File: src/rtl/satd_pkg.sv
// Shared types and defaults for the SATD row scheduler.
package satd_pkg;

  localparam int unsigned ROWS_DEF  = 16;
  localparam int unsigned ROW_W_DEF = 4;
  // Tag row field is sized for the widest supported row index.
  localparam int unsigned TAG_ROW_W = 8;

  typedef enum logic [1:0] {
    ST_IDLE  = 2'd0,
    ST_RUN   = 2'd1,
    ST_DRAIN = 2'd2
  } state_e;

  typedef struct packed {
    logic                 valid;
    logic [TAG_ROW_W-1:0] row;
    logic                 last;
  } row_tag_t;

endpackage

File: src/rtl/satd_row_counter.sv
// Row index counter: clears on load, advances on enable, saturates at ROWS-1.
module satd_row_counter
  import satd_pkg::*;
#(
  parameter int unsigned ROWS  = ROWS_DEF,
  parameter int unsigned ROW_W = ROW_W_DEF
) (
  input  logic             clk,
  input  logic             rst,
  input  logic             load_zero_i,
  input  logic             en_i,
  output logic [ROW_W-1:0] count_o,
  output logic             tc_o
);

  localparam logic [ROW_W-1:0] LAST_ROW = ROW_W'(ROWS - 1);

  logic [ROW_W-1:0] count_q;
  logic [ROW_W-1:0] count_d;

  assign tc_o    = (count_q == LAST_ROW);
  assign count_o = count_q;

  always_comb begin
    count_d = count_q;
    if (load_zero_i) begin
      count_d = '0;
    end else if (en_i && !tc_o) begin
      count_d = count_q + ROW_W'(1);
    end
  end

  always_ff @(posedge clk) begin
    if (rst) begin
      count_q <= '0;
    end else begin
      count_q <= count_d;
    end
  end

endmodule

File: src/rtl/satd_row_scheduler.sv
// Row sequencer for the SATD difference stage with a valid/ready result tag.
// Optional abort input/aborted pulse enabled by defining SATD_SCHED_ABORT_EN.
module satd_row_scheduler
  import satd_pkg::*;
#(
  parameter int unsigned ROWS  = ROWS_DEF,
  parameter int unsigned ROW_W = ROW_W_DEF
) (
  input  logic             clk,
  input  logic             rst,
  input  logic             start_valid,
  output logic             start_ready,
  output logic [ROW_W-1:0] row_sel,
  output logic             diff_en,
  output logic             diff_clr,
  output logic             out_valid,
  input  logic             out_ready,
  output logic [ROW_W-1:0] out_row,
  output logic             out_last,
  output logic             done,
  output logic             busy
`ifdef SATD_SCHED_ABORT_EN
  ,
  input  logic             abort,
  output logic             aborted
`endif
);

  state_e   state_q;
  state_e   state_d;
  row_tag_t tag_q;
  row_tag_t tag_d;
  logic     done_q;
  logic     done_d;

  logic             cnt_load;
  logic             cnt_en;
  logic             cnt_tc;
  logic [ROW_W-1:0] cnt;

  logic adv;
  logic last_hs;
  logic abort_w;
  logic abort_act;

`ifdef SATD_SCHED_ABORT_EN
  logic aborted_q;
  assign abort_w = abort;
  assign aborted = aborted_q;
`else
  assign abort_w = 1'b0;
`endif

  assign adv       = !tag_q.valid || out_ready;
  assign last_hs   = tag_q.valid && tag_q.last && out_ready;
  assign abort_act = abort_w && (state_q != ST_IDLE);

  satd_row_counter #(
    .ROWS  (ROWS),
    .ROW_W (ROW_W)
  ) u_row_counter (
    .clk         (clk),
    .rst         (rst),
    .load_zero_i (cnt_load),
    .en_i        (cnt_en),
    .count_o     (cnt),
    .tc_o        (cnt_tc)
  );

  always_ff @(posedge clk) begin
    if (rst) begin
      state_q <= ST_IDLE;
    end else begin
      state_q <= state_d;
    end
  end

  always_comb begin
    state_d = state_q;
    case (state_q)
      ST_IDLE: begin
        if (start_valid) state_d = ST_RUN;
      end
      ST_RUN: begin
        if (abort_act)          state_d = ST_IDLE;
        else if (adv && cnt_tc) state_d = ST_DRAIN;
      end
      ST_DRAIN: begin
        if (abort_act || last_hs) state_d = ST_IDLE;
      end
      default: state_d = ST_IDLE;
    endcase
  end

  // Issue control is combinational so a stall blocks the issue in the same cycle.
  always_comb begin
    start_ready = 1'b0;
    busy        = 1'b1;
    diff_clr    = 1'b0;
    diff_en     = 1'b0;
    cnt_load    = 1'b0;
    cnt_en      = 1'b0;
    done_d      = 1'b0;
    case (state_q)
      ST_IDLE: begin
        start_ready = 1'b1;
        busy        = 1'b0;
        diff_clr    = start_valid;
        cnt_load    = start_valid;
      end
      ST_RUN: begin
        diff_en = adv && !abort_act;
        cnt_en  = adv && !abort_act;
      end
      ST_DRAIN: begin
        done_d = last_hs && !abort_act;
      end
      default: begin
        busy = 1'b0;
      end
    endcase
  end

  assign row_sel = cnt;

  always_comb begin
    tag_d = tag_q;
    if (abort_act) begin
      tag_d.valid = 1'b0;
      tag_d.last  = 1'b0;
    end else if (diff_en) begin
      tag_d.valid = 1'b1;
      tag_d.row   = TAG_ROW_W'(cnt);
      tag_d.last  = cnt_tc;
    end else if (tag_q.valid && out_ready) begin
      tag_d.valid = 1'b0;
      tag_d.last  = 1'b0;
    end
  end

  always_ff @(posedge clk) begin
    if (rst) begin
      tag_q  <= '0;
      done_q <= 1'b0;
    end else begin
      tag_q  <= tag_d;
      done_q <= done_d;
    end
  end

`ifdef SATD_SCHED_ABORT_EN
  always_ff @(posedge clk) begin
    if (rst) begin
      aborted_q <= 1'b0;
    end else begin
      aborted_q <= abort_act;
    end
  end
`endif

  assign out_valid = tag_q.valid;
  assign out_row   = ROW_W'(tag_q.row);
  assign out_last  = tag_q.last;
  assign done      = done_q;

endmodule

File: config.mk
export PLATFORM = sky130hd
export DESIGN_NAME = satd_row_scheduler
export DESIGN_NICKNAME = d
export VERILOG_FILES = /design/src/rtl/satd_pkg.sv /design/src/rtl/satd_row_counter.sv /design/src/rtl/satd_row_scheduler.sv
export SDC_FILE = /design/constraint.sdc
export NUM_CORES = 1
export LEC_CHECK = 0
export CAP_MARGIN = 25
export CORE_MARGIN = 4
export CORE_UTILIZATION = 43
export DETAILED_ROUTE_END_ITERATION = 7
export PLACE_DENSITY = 0.82
export SLEW_MARGIN = 20
export SYNTH_ARGS = -nofsm -noshare
export SYNTH_HDL_FRONTEND = slang
export SYNTH_SLANG_ARGS = --single-unit
File: constraint.sdc
create_clock -name clk -period 1.47 [get_ports clk]
set_input_delay 0.147 -clock clk [delete_from_list [all_inputs] [get_ports clk]]
set_output_delay 0.147 -clock clk [all_outputs]
set_load 0.03 [all_outputs]
-- Word level (Yosys, flattened, before mapping)
Index checks and enable logic that the tools add are counted.
- bits in registers: 13
- input bits: 4
- output and inout port bits: 15
- logic and storage cells: 39
- $add $sub $neg: 1
- equality and inequality tests: 6
- mux-type cells: 11
- bitwise gates (word level): 1
- reductions and logical operators: 14
- operators by type and width (kind ; number):
    2-to-1 mux 1 bit ; 7
    2-to-1 mux 2 bit ; 3
    inequality test 2 bit, second input constant ; 3
    one-hot mux 2 bit (3 select lines) ; 1
    OR reduction 2 bit ; 3
    logical AND 1 bit ; 5
    adder 4 x 1 -> 4 bit, second input constant ; 1
    equality test 4 bit, second input constant ; 1
    AND reduction 3 bit ; 1
    equality test 2 x 1 -> 1 bit, second input constant ; 1
    equality test 2 bit, second input constant ; 1
    zero test 1 bit ; 2
    zero test 2 bit ; 1
    nonzero test 2 bit ; 1
    logical OR 1 bit ; 1
    inverter 1 bit ; 1

-- Logic depth before layout (Yosys ltp)
Gate-level depths: netlist of run 1.
- word-level depth: 5
- mapped depth: 6
- gate-level depth less buffers: 6

-- Cells and area by module
From an unflattened synthesis of run 1, not the netlist that was laid out.
- cells, all modules: 72
- area total of the unflattened synthesis: 645.6 um^2
- modules (own cells, without submodules) (module ; instances ; cells each ; area each (um^2) ; sequential area each (um^2)):
    satd_row_scheduler ; 1 ; 50 ; 434.2 ; 180.2
    satd_row_counter ; 1 ; 22 ; 211.5 ; 80.1

-- Worst setup path before layout of run 1
OpenSTA, ideal clock, no wires.
- path type: reg2reg
- start: register state_q[0]
- end: register u_row_counter.count_q[2] (netlist: u_row_counter.count_o[2])
- setup time: 0.078 ns
- arrival time: 1.533 ns
- data required time: 1.392 ns
- path slack: -0.140 ns
- stages on the path, launching flop included: 6
- path buffers: 0
- period minus slack after synthesis: 1.610 ns
- path through: dfxtp_1 inv_1 ha_1 and2_1 or2_2 nor3_1
- word-level cells in the longest chain between the ends: 3
- elaborated cells between the ends (all ways): 6
- those cells by class: eq/ne (1); mux (2); reduce/logical (3)
- ends and longest elaborated chain (element ; RTL line ; RTL):
    start: declaration ; satd_row_scheduler.sv:29 ; state_e state_q;
    start signal: assignment ; satd_row_scheduler.sv:74 ; state_q <= state_d;
    zero test 2 bit ; - ;
    2-to-1 mux 1 bit ; - ;
    named net diff_clr ; satd_row_scheduler.sv:15 ; output logic diff_clr,
    OR reduction 2 bit (no source line) ; - ;
    end signal: assignment ; satd_row_counter.sv:37 ; count_q <= count_d;
    end: declaration ; satd_row_counter.sv:18 ; logic [ROW_W-1:0] count_q;
The timed path passes the listed nets, and every way through them passes these cells.
A chain may end at the register's enable or synchronous reset.

-- Final worst setup path of run 1
- start: register tag_q, in the netlist out_row[1]
- end: output port out_row[1]
- RTL lines (element ; RTL line ; RTL):
    start: declaration ; satd_row_scheduler.sv:31 ; row_tag_t tag_q;
    start signal: assignment ; satd_row_scheduler.sv:146 ; tag_q <= tag_d;
    end: declaration ; satd_row_scheduler.sv:18 ; output logic [ROW_W-1:0] out_row,
No word-level cell between the ends.

==> results of run 1 <==
worst min-delay path, cell delays in order (launching register included):
cell and delay (ns):
dfxtp_1 0.31, nand2_1 0.05, a21oi_1 0.05
routing by layer:
| layer | up-vias | share of wire [%] | global-route usage [%] |
|---|---|---|---|
| li1 | 284 | - | - |
| met3 | 5 | 9.2 | 4.348 |
| met5 | - | 0 | 0 |
| met1 | 272 | 42 | 18.18 |
| met4 | 0 | 2.8 | 11.70 |
| met2 | 26 | 46 | 22.56 |
sequential cells by signal, summed over array words and instances (netlist names):
name	flops
out_row	4
out_last	1
u_row_counter.count_o	4
out_valid	1
state_q	2
done	1
cells in the mapped netlist:
cell      number  area, um2
nand2_4        1      11.26
nor3_1         2      10.01
nor2_1         2      7.510
nand2b_4       1      13.76
a21oi_1        9      45.04
or3_1          1      6.260
inv_1          5      18.77
o32ai_1        1      8.760
ha_1           5      62.56
nand2_1       10      37.54
xor2_1         1      8.760
nand3_1        4      20.02
dfxtp_1       13      260.3
a22o_2         1      10.01
or2_1          1      6.260
clkbuf_1       1      3.750
nor3b_1        1      7.510
and2_1         1      6.260
nand2b_1       4      25.02
mux2i_1        2      20.02
or2_2          1      6.260
o21ai_0        2      10.01
power by group through the flow:
stage	clock, mW	sequential (mW)	combinational (mW)
final	0.232	0.413	0.477
after global routing	0.253	0.417	0.520
after CTS	0.234	0.418	0.444
after detailed placement	0	0.417	0.443
after global placement	0	0.417	0.436
after floorplan	0	0.445	0.273
timing repair:
action	4_1_cts	5_1_grt
pin swaps	0	1
setup buffers	0	1
setup endpoints to repair	8	8
resized for setup	12	8
hold buffers	0	0
logic make-up (layout without fill, tap and decap cells):
logic type / count (synthesis) / count (layout) / share of synthesized area [%]
and+or+nand+nor: 29 / 29 / 26.04
buffers and inverters: 6 / 30 / 3.719
muxes: 2 / 2 / 3.306
xor gates and xnor gates: 1 / 1 / 1.447
AOI/OAI and AO/OA: 13 / 13 / 12.19
adders and majority gates: 5 / 5 / 10.33
DFF: 13 / 13 / 42.98
layout make-up:
cell class / count / area [um2]
fill: 114 / 445.4
clock buffer: 4 / 26.28
tap: 15 / 18.77
multi-input combinational: 50 / 346.6
sequential: 13 / 267.8
timing repair buffer: 21 / 193.9
inverter: 5 / 18.77
per-stage QoR:
stage	power, mW	area, um2
2_1_floorplan	0.7185	611.8
3_3_place_gp	0.8526	814.5
3_5_place_dp	0.8606	814.5
4_1_cts	1.096	848.3
5_1_grt	1.190	872.1
6_report	1.122	872.1
path summary, 6_finish.rpt:
check	cells past startpoint	to	slack (ns)
max reg2reg	5	state_q[0]	0.12
min reg2reg	2	out_row[3]	0.45
max	1	out_row[1]	0.04
min	2	out_row[3]	0.45
==> metrics.yaml, run 1 <==
sta:
  rsz0062_at_grt: "no"
  finalSetupViolCount: 0
  final.period_utilization_pct: 97.28
  hold_viol_final: 0
  setup_ws_ns: 0.03992
  whs_ns: 0.4514
  finalSetupTns_ns: 0
  finalMaxSlewViolations: 0
  relSlewSlack_pct: 78.67
  clock_skew_ns: 0.004819
  fmax_mhz: 699.3
  period_needed_ns: 1.430
  tightestPinTransition_ns: 0.3194
worst_setup_path:
  crit_start: "out_row[1]"
  worstPathBufferInverterCount: 1
  r2r_start: "state_q[0]"
  end_kind: "primary output"
  slowest_stage: "clkdlybuf4s50_1"
  worstPathRequired_ns: 1.32
  path_class: "reg2out"
  critPathLaunchType: "flop"
  critPathMaxStageDelay_ns: 0.67
  path_cells: "clkdlybuf4s50_1"
  critical_path.max_fanout: 2
  cp_data_arrival_time_ns: 1.28
  cp_top_family: "buffers and inverters"
placed_design:
  port_buffers: 18
  dp_hpwl_um: 942.3
  dp_slack_ns: 0.003983
  gp_congestion: 0.7234
  dpl.cell_count: 103
drt:
  dr.pass1.iters: 4
  vias: 587
  drt-initial-drc-count: 7
  wl_per_cell_um: 12.52
  drtAntennaViolNets: 0
  drc: 0
  vias_per_cell: 5.435
  routed_wl_mm: 1.352
global_route:
  grt_max_degree: 12
  grt_antenna_before_repair: 0
  track_usage_pct: 15.21
  grt_pass1_vias: 475
  grt_first_pass_wirelength_mm: 2.166
  grt_overflow: 0
finish:
  area_growth_pct: 44.01
  n_antenna_cell: 0
  mostFrequentLayoutCell: "nand2_1"
  layout_common_cells: "nand2_1, a21oi_1, dfxtp_1"
  final_nets: 103
  drive_gt1_share_pct: 25.81
  final_cells: 108
  finish.utilization_pct: 66.19
cts:
  cts-root-buf: "clkbuf_4"
  clkSlewWorstSetupHoldPaths_ns: 0.08
  cts.path.max_buffers: 2
  h-tree-depth: 1
  cts_sinks: 13
  cts_inserted_buffers: 3
  clkLatencyLatePin_ns: 0.28
  cts_tree: "built"
die:
  initial_core_util_pct: 45.96
  dieWidth_um: 45.53
  die_y_um: 45.53
  core_um2: 1318
  io_pins: 19
  dieArea_um2: 2073
  rows: 13
power_and_ir_drop:
  leakage_nw: 0.3977
  p_int_mw: 0.6856
  ir_drop_mv: 0.9987
  p_sw_mw: 0.4366
  pwr-share-comb_pct: 42.5
  sw_frac_of_total_pct: 38.91
  clockPowerShare_pct: 20.7
  sequentialPowerShare_pct: 36.8
  power_density_nw_per_um2: 1287
yosys:
  yosysWarnings: 0
  synth_nets: 78
  syn_area_per_cell_um2: 8.777
  synthesis.instances: 69
  ys_seq_elements: 13
  netlist_area_um2: 605.6
  synth.distinct_cells: 22
  ys_seq_area_share_pct: 42.98
min_path:
  holdCritStartpoint: "out_row[3]"
  min_path_type: "reg2reg"
flow_run:
  drv_cap: 0
status:
  status: "complete, no violations"
(Power assumes the default switching activity.)
==> inputs of run 2 (changes only) <==
--- a/config.mk
+++ b/config.mk
@@ -5,11 +5,13 @@
 export SDC_FILE = /design/constraint.sdc
 export NUM_CORES = 1
 export LEC_CHECK = 0
+export ABC_AREA = 1
 export CAP_MARGIN = 25
 export CORE_MARGIN = 4
-export CORE_UTILIZATION = 43
+export CORE_UTILIZATION = 47
+export CTS_BUF_LIST = sky130_fd_sc_hd__clkbuf_4 sky130_fd_sc_hd__clkbuf_8
 export DETAILED_ROUTE_END_ITERATION = 7
-export PLACE_DENSITY = 0.82
+export PLACE_DENSITY = 0.86
 export SLEW_MARGIN = 20
 export SYNTH_ARGS = -nofsm -noshare
 export SYNTH_HDL_FRONTEND = slang
==> run 2 against run 1 <==
Via count rose by 2.4%. Clock power fell by 4%. Sequential cell count did not move. Design area rose by 1.3%. Synthesized cell count rose by 23%. Routed wire length rose by 0.96%. Power fell by 17%. Highest routed layer unchanged.
==> metrics.yaml, run 2 <==
drt:
  drtAntennaViolNets: 0  # unchanged
  vias: 601  # was 587
  routed_wl_mm: 1.365  # was 1.352 mm
  drt-initial-drc-count: 11  # was 7
  drc: 0  # unchanged
  wl_per_cell_um: 11.01  # was 12.52 um
  dr.pass1.iters: 4  # unchanged
  vias_per_cell: 4.847  # was 5.435
worst_setup_path:
  critPathLaunchType: "flop"  # unchanged
  r2r-end: "state_q[0]"  # unchanged
  reg2regPathDepth: 8  # was 5
  path_class: "reg2out"  # unchanged
  end_kind: "primary output"  # unchanged
  worstPathRequired_ns: 1.32  # about the same
  critical_path.max_fanout: 8  # was 2
  crit_start: "state_q[1]"  # was out_row[1]
  r2r_start: "state_q[0]"  # unchanged
  crit_end: "diff_en"  # was out_row[1]
  ff2ff_setup_slack_ns: 0.18  # was 0.12 ns
  cp_data_arrival_time_ns: 1.30  # was 1.28 ns
status:
  status: "complete, no violations"  # unchanged
yosys:
  synthesis.instances: 85  # was 69
  yosysWarnings: 0  # unchanged
  synth.most_common_cell: "nand2_1"  # was dfxtp_1
  synthTopCellsByCount: "nand2_1, nor2_1, dfxtp_1, inv_1, a21oi_1"  # was dfxtp_1, nand2_1, a21oi_1, ha_1, inv_1
  synth_edf_count: 0  # unchanged
  ys_seq_area_share_pct: 40.15  # was 42.98%
  ys_seq_elements: 13  # unchanged
  netlist_top_cells_area: "dfxtp_1, nand2_1, ha_1"  # was dfxtp_1, ha_1, a21oi_1
  synth.distinct_cells: 19  # was 22
  ys.flop_type: "dfxtp_1"  # unchanged
  netlist_area_um2: 648.1  # was 605.6 um2
  synth_top_area_share_pct: 40.15  # was 42.98%
  syn_area_per_cell_um2: 7.625  # was 8.777 um2
  synth_top_area_cell: "dfxtp_1"  # unchanged
  synth_nets: 94  # was 78
  async_flop_share_pct: 0  # unchanged
finish:
  drive_gt1_share_pct: 19.27  # was 25.81%
  mostFrequentLayoutCell: "nand2_1"  # unchanged
  fillCellCount: 114  # unchanged
  final_nets: 119  # was 103
  layout_common_cells: "nand2_1, nor2_1, dfxtp_1"  # was nand2_1, a21oi_1, dfxtp_1
  n_antenna_cell: 0  # unchanged
  seqCellArea_um2: 260.3  # was 267.8 um2
  final_cells: 124  # was 108
  area_growth_pct: 36.29  # was 44.01%
  finish.utilization_pct: 67.88  # was 66.19%
  multi_input_area_um2: 334.1  # was 346.6 um2
sta:
  finalMaxSlewViolations: 0  # unchanged
  final.period_utilization_pct: 98.14  # was 97.28%
  tightestPinTransition_ns: 0.3207  # was 0.3194 ns
  finalSetupViolCount: 0  # unchanged
  relSlewSlack_pct: 78.58  # was 78.67%
  setup_ws_ns: 0.02727  # was 0.03992 ns
  finalSetupTns_ns: 0  # unchanged
  rsz0062_at_grt: "yes"  # was no
  period_needed_ns: 1.443  # was 1.430 ns
  fmax_mhz: 693.1  # was 699.3 MHz
  hold_viol_final: 0  # unchanged
  clock_skew_ns: 0.002636  # was 0.004819 ns
min_path:
  min_path_type: "reg2reg"  # unchanged
die:
  initial_core_util_pct: 49.81  # was 45.96%
  die_y_um: 45.14  # was 45.53 um
  dieArea_um2: 2037  # was 2073 um2
  dieWidth_um: 45.14  # was 45.53 um
  rows: 13  # unchanged
  io_pins: 19  # unchanged
  core_um2: 1301  # was 1318 um2
cts:
  h-tree-depth: 1  # unchanged
  clkLatencyLatePin_ns: 0.28  # about the same
  cts.path.max_buffers: 2  # unchanged
  cts_sinks: 13  # unchanged
  cts-root-buf: "clkbuf_4"  # unchanged
  cts_inserted_buffers: 3  # unchanged
  clkSlewWorstSetupHoldPaths_ns: 0.08  # about the same
  cts_tree: "built"  # unchanged
  post-cts-setup-buffers: 0  # unchanged
placed_design:
  gp_congestion: 0.7343  # was 0.7234
  dpl.cell_count: 120  # was 103
  port_buffers: 18  # unchanged
  dp_hpwl_mm: 1.078  # was 942.3 um
  dp_slack_ns: 0.02807  # was 0.003983 ns
flow_run:
  drv_cap: 0  # unchanged
power_and_ir_drop:
  finalPower_mw: 0.9283  # was 1.122 mW
  power_density_nw_per_um2: 1051  # was 1287 nW/um2
  ir_drop_mv: 0.6706  # was 0.9987 mV
  leakage_nw: 0.4580  # was 0.3977 nW
global_route:
  grt_first_pass_wirelength_mm: 2.256  # was 2.166 mm
  grt_overflow: 0  # unchanged
  track_usage_pct: 15.27  # was 15.21%
  grt_pass1_vias: 528  # was 475
  grt_antenna_before_repair: 0  # unchanged
  grt_max_degree: 9  # was 12
run 2: cell count changes after synthesis, sizes merged, moves of 2 or more:
cell,before,now
nand2b,5,0
inv,5,13
or2,2,0
nor2,2,17
o21ai,2,5
mux2i,2,0
nand3,4,2
nand2,11,20
run 2: report_power, final:
group | internal [mW] | switching (mW) | leakage (nW) | total, mW
Combinational | 0.111 | 0.198 | 0.334 | 0.309
Clock | 0.101 | 0.122 | 0.0177 | 0.223
Sequential | 0.378 | 0.0188 | 0.106 | 0.397
run 2: layout make-up:
type | count | area share [%]
clock inverters | 1 | 0.5666
multi-input cells | 59 | 37.82
clock buffers | 3 | 2.550
repair buffers | 20 | 21.10
flip-flops and latches | 13 | 29.46
inverters | 13 | 6.374
well taps | 15 | 2.125
run 2: worst min path at each step:
stage / start / end / depth (start not counted)
5_1_grt: out_row[3] / out_row[3] / 2
3_5_place_dp: out_row[3] / out_row[3] / 2
6_report: out_row[3] / out_row[3] / 2
4_1_cts: out_row[3] / out_row[3] / 2
3_3_place_gp: out_row[3] / out_row[3] / 2
2_1_floorplan: rst / out_row[3] / 1
run 2: worst max-delay path: stages (launching register included):
cell and delay [ns]:
dfxtp_1 0.33, inv_1 0.11, ha_2 0.23, nand2_4 0.10, inv_8 0.09, buf_4 0.16
run 2: cells by family (layout without fill, tap and decap cells):
logic type	count (synthesis)	in the layout	share of synthesized area (%)
AO/OA/AOI/OAI	14	14	11.78
AND/OR/NAND/NOR	40	40	29.73
buffers and inverters	13	37	8.688
adder cells (fa/ha/maj)	5	5	9.653
flip-flops	13	13	40.15
run 2: layer usage:
metal	GRT usage, %	share of wire [%]	up-vias
li1	-	-	313
met3	6.375	7.8	2
met4	6.433	0.73	0
met5	0	0	-
met2	23.73	49	21
met1	18.36	43	265
run 2: what timing repair did:
| action | CTS | global route |
|---|---|---|
| endpoints found under the hold margin | 0 | 0 |
| gates resized for setup | 8 | 5 |
| setup endpoints to repair | 7 | 6 |
| hold buffers | 0 | 0 |
| cloned | 0 | 0 |
run 2: stage by stage:
stage,hold slack [ns],instance area (um2)
after floorplan,0.2161,648.1
after global placement,0.4527,854.6
after detailed placement,0.4592,854.6
after CTS,0.4716,878.3
after global routing,0.4925,883.3
final,0.4700,883.3
==> patch 1: new RTL, settings of run 1 <==
`ROW_W_DEF`: 4 -> 3.
--- a/src/rtl/satd_pkg.sv
+++ b/src/rtl/satd_pkg.sv
@@ -2,7 +2,7 @@
 package satd_pkg;
 
   localparam int unsigned ROWS_DEF  = 16;
-  localparam int unsigned ROW_W_DEF = 4;
+  localparam int unsigned ROW_W_DEF = 3;
   // Tag row field is sized for the widest supported row index.
   localparam int unsigned TAG_ROW_W = 8;
 
Interface: changed (resized out_row and row_sel); port bits go from 19 to 17. The function was not compared with the original's and may differ.
==> patch 1 against run 1 <==
  * Design area down 1.4%
  * Wire length down 7.0%
  * Power up 33%
  * Hold slack better by 1.6 ps
  * Setup slack better by 2.2 ps
  * Critical endpoint is now diff_clr
  * Final cell count down 8.3%
  * Area after synthesis down 8.1%
  * Sequential cell count down 2
  * Clock skew down 2.4 ps
  * Sequential power down 2%
==> patch 1: results (changes against run 1) <==
Status
  – Outcome: finished clean

GRT
  – M1 GR Usage: 16.0% (-2.2 points)
  – Largest net degree at the start of global routing: 10 (-2)
  – Met3 Use GR: 5.39% (+1.0 points)
  – Vias in the first global route: 478 (+0.63%)
  – First-pass GRT wire length: 1.98 mm (-8.6%)

Yosys
  – Post-synth top cells: 11 x dfxtp_1, 6 x a21oi_1, 6 x ha_1, 6 x nand2_1
  – Net count after synthesis: 70 (-10%)
  – Seq/Total Area, Yosys: 39.6% (-3.4 points)

Clock tree
  – Post-CTS Resized: 10 (-2)
  – Sink Count: 11 (-2)

Drt
  – Wire per inst: 12.7 um (+1.4%)
  – First DRT Iteration DRCs: 11 (+4)
  – M1 WL: 516 um (-8.3%)
  – DR vias: 494 (-16%)
  – Met3 Wirelength: 102 um (-18%)

Finish
  – NonClk Buf Share: 24.7% (+2.5 points)
  – Clock-cell share of area: 3.06% (+0.044 points)
  – Layout cells sized above 1: 35.3% (+9.5 points)
  – Layout fillers: 85 (-25%)
  – Footprint of the multi-input gates: 354 sq um (+2.2%)
  – Cell area after layout: 860 sq um (-1.4%)
  – Final #Nets: 96 (-6.8%)

Timing
  – Max Freq: 700 MHz (+0.15%)
  – Clock Skews: 2.46 ps (-2.35 ps)
  – Min Hold Slack: 453 ps (+1.63 ps)
  – Worst slew pin tran: 316 ps (-3.65 ps)

Placement
  – Place WS: -54.2 ps (-58.1 ps)
  – Area post-placement: 748 sq um (-8.1%)
  – Dpl hpwl: 912 um (-3.2%)
  – Cell Count Post-Placement: 92 (-11%)

Critical path
  – Worst setup path end: diff_clr
  – Max incr delay on CP: 380 ps (-290 ps)
  – Top Family by Delay on Critical Path: flip-flops
  – Critical path peak fanout: 3 (+1)
  – Reg2reg setup slack: 100 ps (-20 ps)

Pwr
  – Clk network pwr share: 14.2% (-6.5 points)
  – NetSw: 630 uW (+44%)
  – Pleak: 0.000381 uW (-4.3%)
  – Part of the power in registers: 27.1% (-9.7 points)

Min path
  – Hold_sp: out_row[0]$_SDFFE_PP0P_
-- patch 1: changes by cell type in the layout (fill, tap and decap cells not counted), moves of 2 or more --
cell,change
buf_6,+2
dfxtp_1,-2
nand2_1,-5
dlygate4sd2_1,-2
buf_4,+2
a21oi_1,-3
-- patch 1: how the worst min path moves through the flow --
stage / end
floorplan: u_row_counter.count_o[1]$_SDFFE_PP0P_
global placement: out_row[0]$_SDFFE_PP0P_
detailed placement: out_row[0]$_SDFFE_PP0P_
CTS: out_row[0]$_SDFFE_PP0P_
global route: out_row[1]$_SDFFE_PP0P_
finish: out_row[0]$_SDFFE_PP0P_
-- patch 1: cell families (layout without fill, tap and decap cells) --
family                   after synthesis  count (layout)  share of synthesized area (%)
XOR/XNOR                               1               1                           1.57
flip-flops                            11              11                           39.6
AND/OR/NAND/NOR                       21              21                           21.8
AO/OA/AOI/OAI                         12              12                           13.9
adder cells (fa/ha/maj)                6               6                           13.5
buffers and inverters                  7              32                           6.07
multiplexers                           2               2                           3.60
==> patch 2: new RTL, flow settings as in run 1 <==
Made on the original files. The 3 states of `state_e` get a one-hot encoding in 3 bits.
--- a/src/rtl/satd_pkg.sv
+++ b/src/rtl/satd_pkg.sv
@@ -6,10 +6,10 @@
   // Tag row field is sized for the widest supported row index.
   localparam int unsigned TAG_ROW_W = 8;
 
-  typedef enum logic [1:0] {
-    ST_IDLE  = 2'd0,
-    ST_RUN   = 2'd1,
-    ST_DRAIN = 2'd2
+  typedef enum logic [2:0] {
+    ST_IDLE  = 3'b001,
+    ST_RUN   = 3'b010,
+    ST_DRAIN = 3'b100
   } state_e;
 
   typedef struct packed {
Check against the original RTL: no difference found for any inputs over 10 cycles, from zero or initial values and one cycle with rst high; not proved beyond that.
==> patch 2 against run 1 <==
  * The flow now finishes with violations (negative setup slack)
  * Sequential cell count rose by 1
  * Wire length up 46%
  * Register-to-register slack worse by 270 ps
  * Area after synthesis grew 3.9%
  * Clock skew fell by 2.3 ps
  * Setup slack worse by 190 ps
  * Core utilization increased by 10 points
  * Count of clock-buffer cells in the layout is 1 lower
  * Design area is 17% higher
  * Synthesized cell count grew 2.9%
  * Fmax down 12%
  * Largest cell class unchanged
Power is not compared: it rests on default switching activity, and its combinational part moved more than twofold at a synthesized area within 25%.
==> patch 2: results (changes against run 1) <==
Status
  – Outcome: complete, but fails checks
  – Failing checks: negative setup slack

Drt
  – DR vias: 675 (+15%)
  – First DRT Iteration DRCs: 31 (+24)
  – Met2 wire length: 954 um (+52%)
  – M1 WL: 869 um (+54%)

Yosys
  – Syn Area/Cell: 8.86 sq um (+1.0%)
  – Top post-synthesis cells by area: dfxtp_1 45%, a21oi_1 7.2%, nand3_1 6.4%, o21ai_0 3.2%, clkbuf_1 2.4%
  – Net count after synthesis: 76 (-2.6%)
  – Seq/Total Area, Yosys: 44.5% (+1.6 points)

Placement
  – Place WS: -0.647 ps (-4.63 ps)
  – Area post-placement: 887 sq um (+8.9%)
  – Dpl hpwl: 1.18 mm (+25%)
  – GPL Wtd Cong: 0.755 (+4.3%)
  – Cell Count Post-Placement: 110 (+6.8%)

Finish
  – Layout fillers: 94 (-18%)
  – Final #Nets: 109 (+5.8%)
  – Layout cells sized above 1: 38.2% (+12 points)
  – Non-Filler Instances: 117 (+8.3%)

Timing
  – Setup WS post-layout: -155 ps (-195 ps)
  – # setup viols final: 5 (+5)
  – Slew Limit Headroom: 78.3% (-0.34 points)

Critical path
  – Critical path peak fanout: 3 (+1)
  – Slowest CP cell: or4_4
  – Path depth of the worst reg2reg path: 4 (-1)
  – Worst Path Arrival: 1830 ps (+550 ps)
  – Max incr delay on CP: 500 ps (-170 ps)

GRT
  – GRT Overall Usage: 19.7% (+4.5 points)
  – Met3 Use GR: 3.52% (-0.83 points)
patch 2: cell count changes after synthesis, sizes merged, moves of 3 or more:
| cell | change |
|---|---|
| nand2 | -8 |
| ha | -4 |
| nand3 | +4 |
| clkbuf | +3 |
| inv | -3 |
| nand2b | -3 |
patch 2: layout make-up:
cell class / count / area [sq um] / area share (%)
multi-input combinational: 50 / 382 / 37.4
sequential: 14 / 289 / 28.3
inverter: 2 / 7.51 / 0.735
timing repair buffer: 33 / 302 / 29.5
tap: 15 / 18.8 / 1.84
clock buffer: 3 / 22.5 / 2.21
patch 2: worst min-delay path by stage:
| stage | end | slack (ps) | cells after the start |
|---|---|---|---|
| after CTS | out_row[1]$_SDFFE_PP0P_ | 490 | 2 |
| after detailed placement | out_row[3]$_SDFFE_PP0P_ | 470 | 2 |
| final | out_row[3]$_SDFFE_PP0P_ | 480 | 2 |
| after floorplan | done$_SDFF_PP0_ | 320 | 2 |
| after global placement | out_row[1]$_SDFFE_PP0P_ | 470 | 2 |
| after global routing | out_row[2]$_SDFFE_PP0P_ | 510 | 2 |
patch 2: power by group:
part / internal (uW) / switching (uW)
sequential: 384 / 5.67
clock: 95.0 / 116
combinational: 51.6 / 56.7
total: 531 / 178
patch 2: kinds of logic (layout without fill, tap and decap cells):
group	count (synthesis)	count (layout)	synth area share, %
AOI/OAI and AO/OA	20	20	19.1
muxes	1	1	1.59
DFF	14	14	44.5
adders and majority gates	1	1	1.99
and+or+nand+nor	28	28	28.6
buffers and inverters	7	38	4.17
patch 2: what timing repair did:
| item | in CTS | in global routing |
|---|---|---|
| pin swaps | 2 | 2 |
| resized for setup | 17 | 13 |
| setup buffers | 4 | 1 |
| setup endpoints to repair | 11 | 10 |
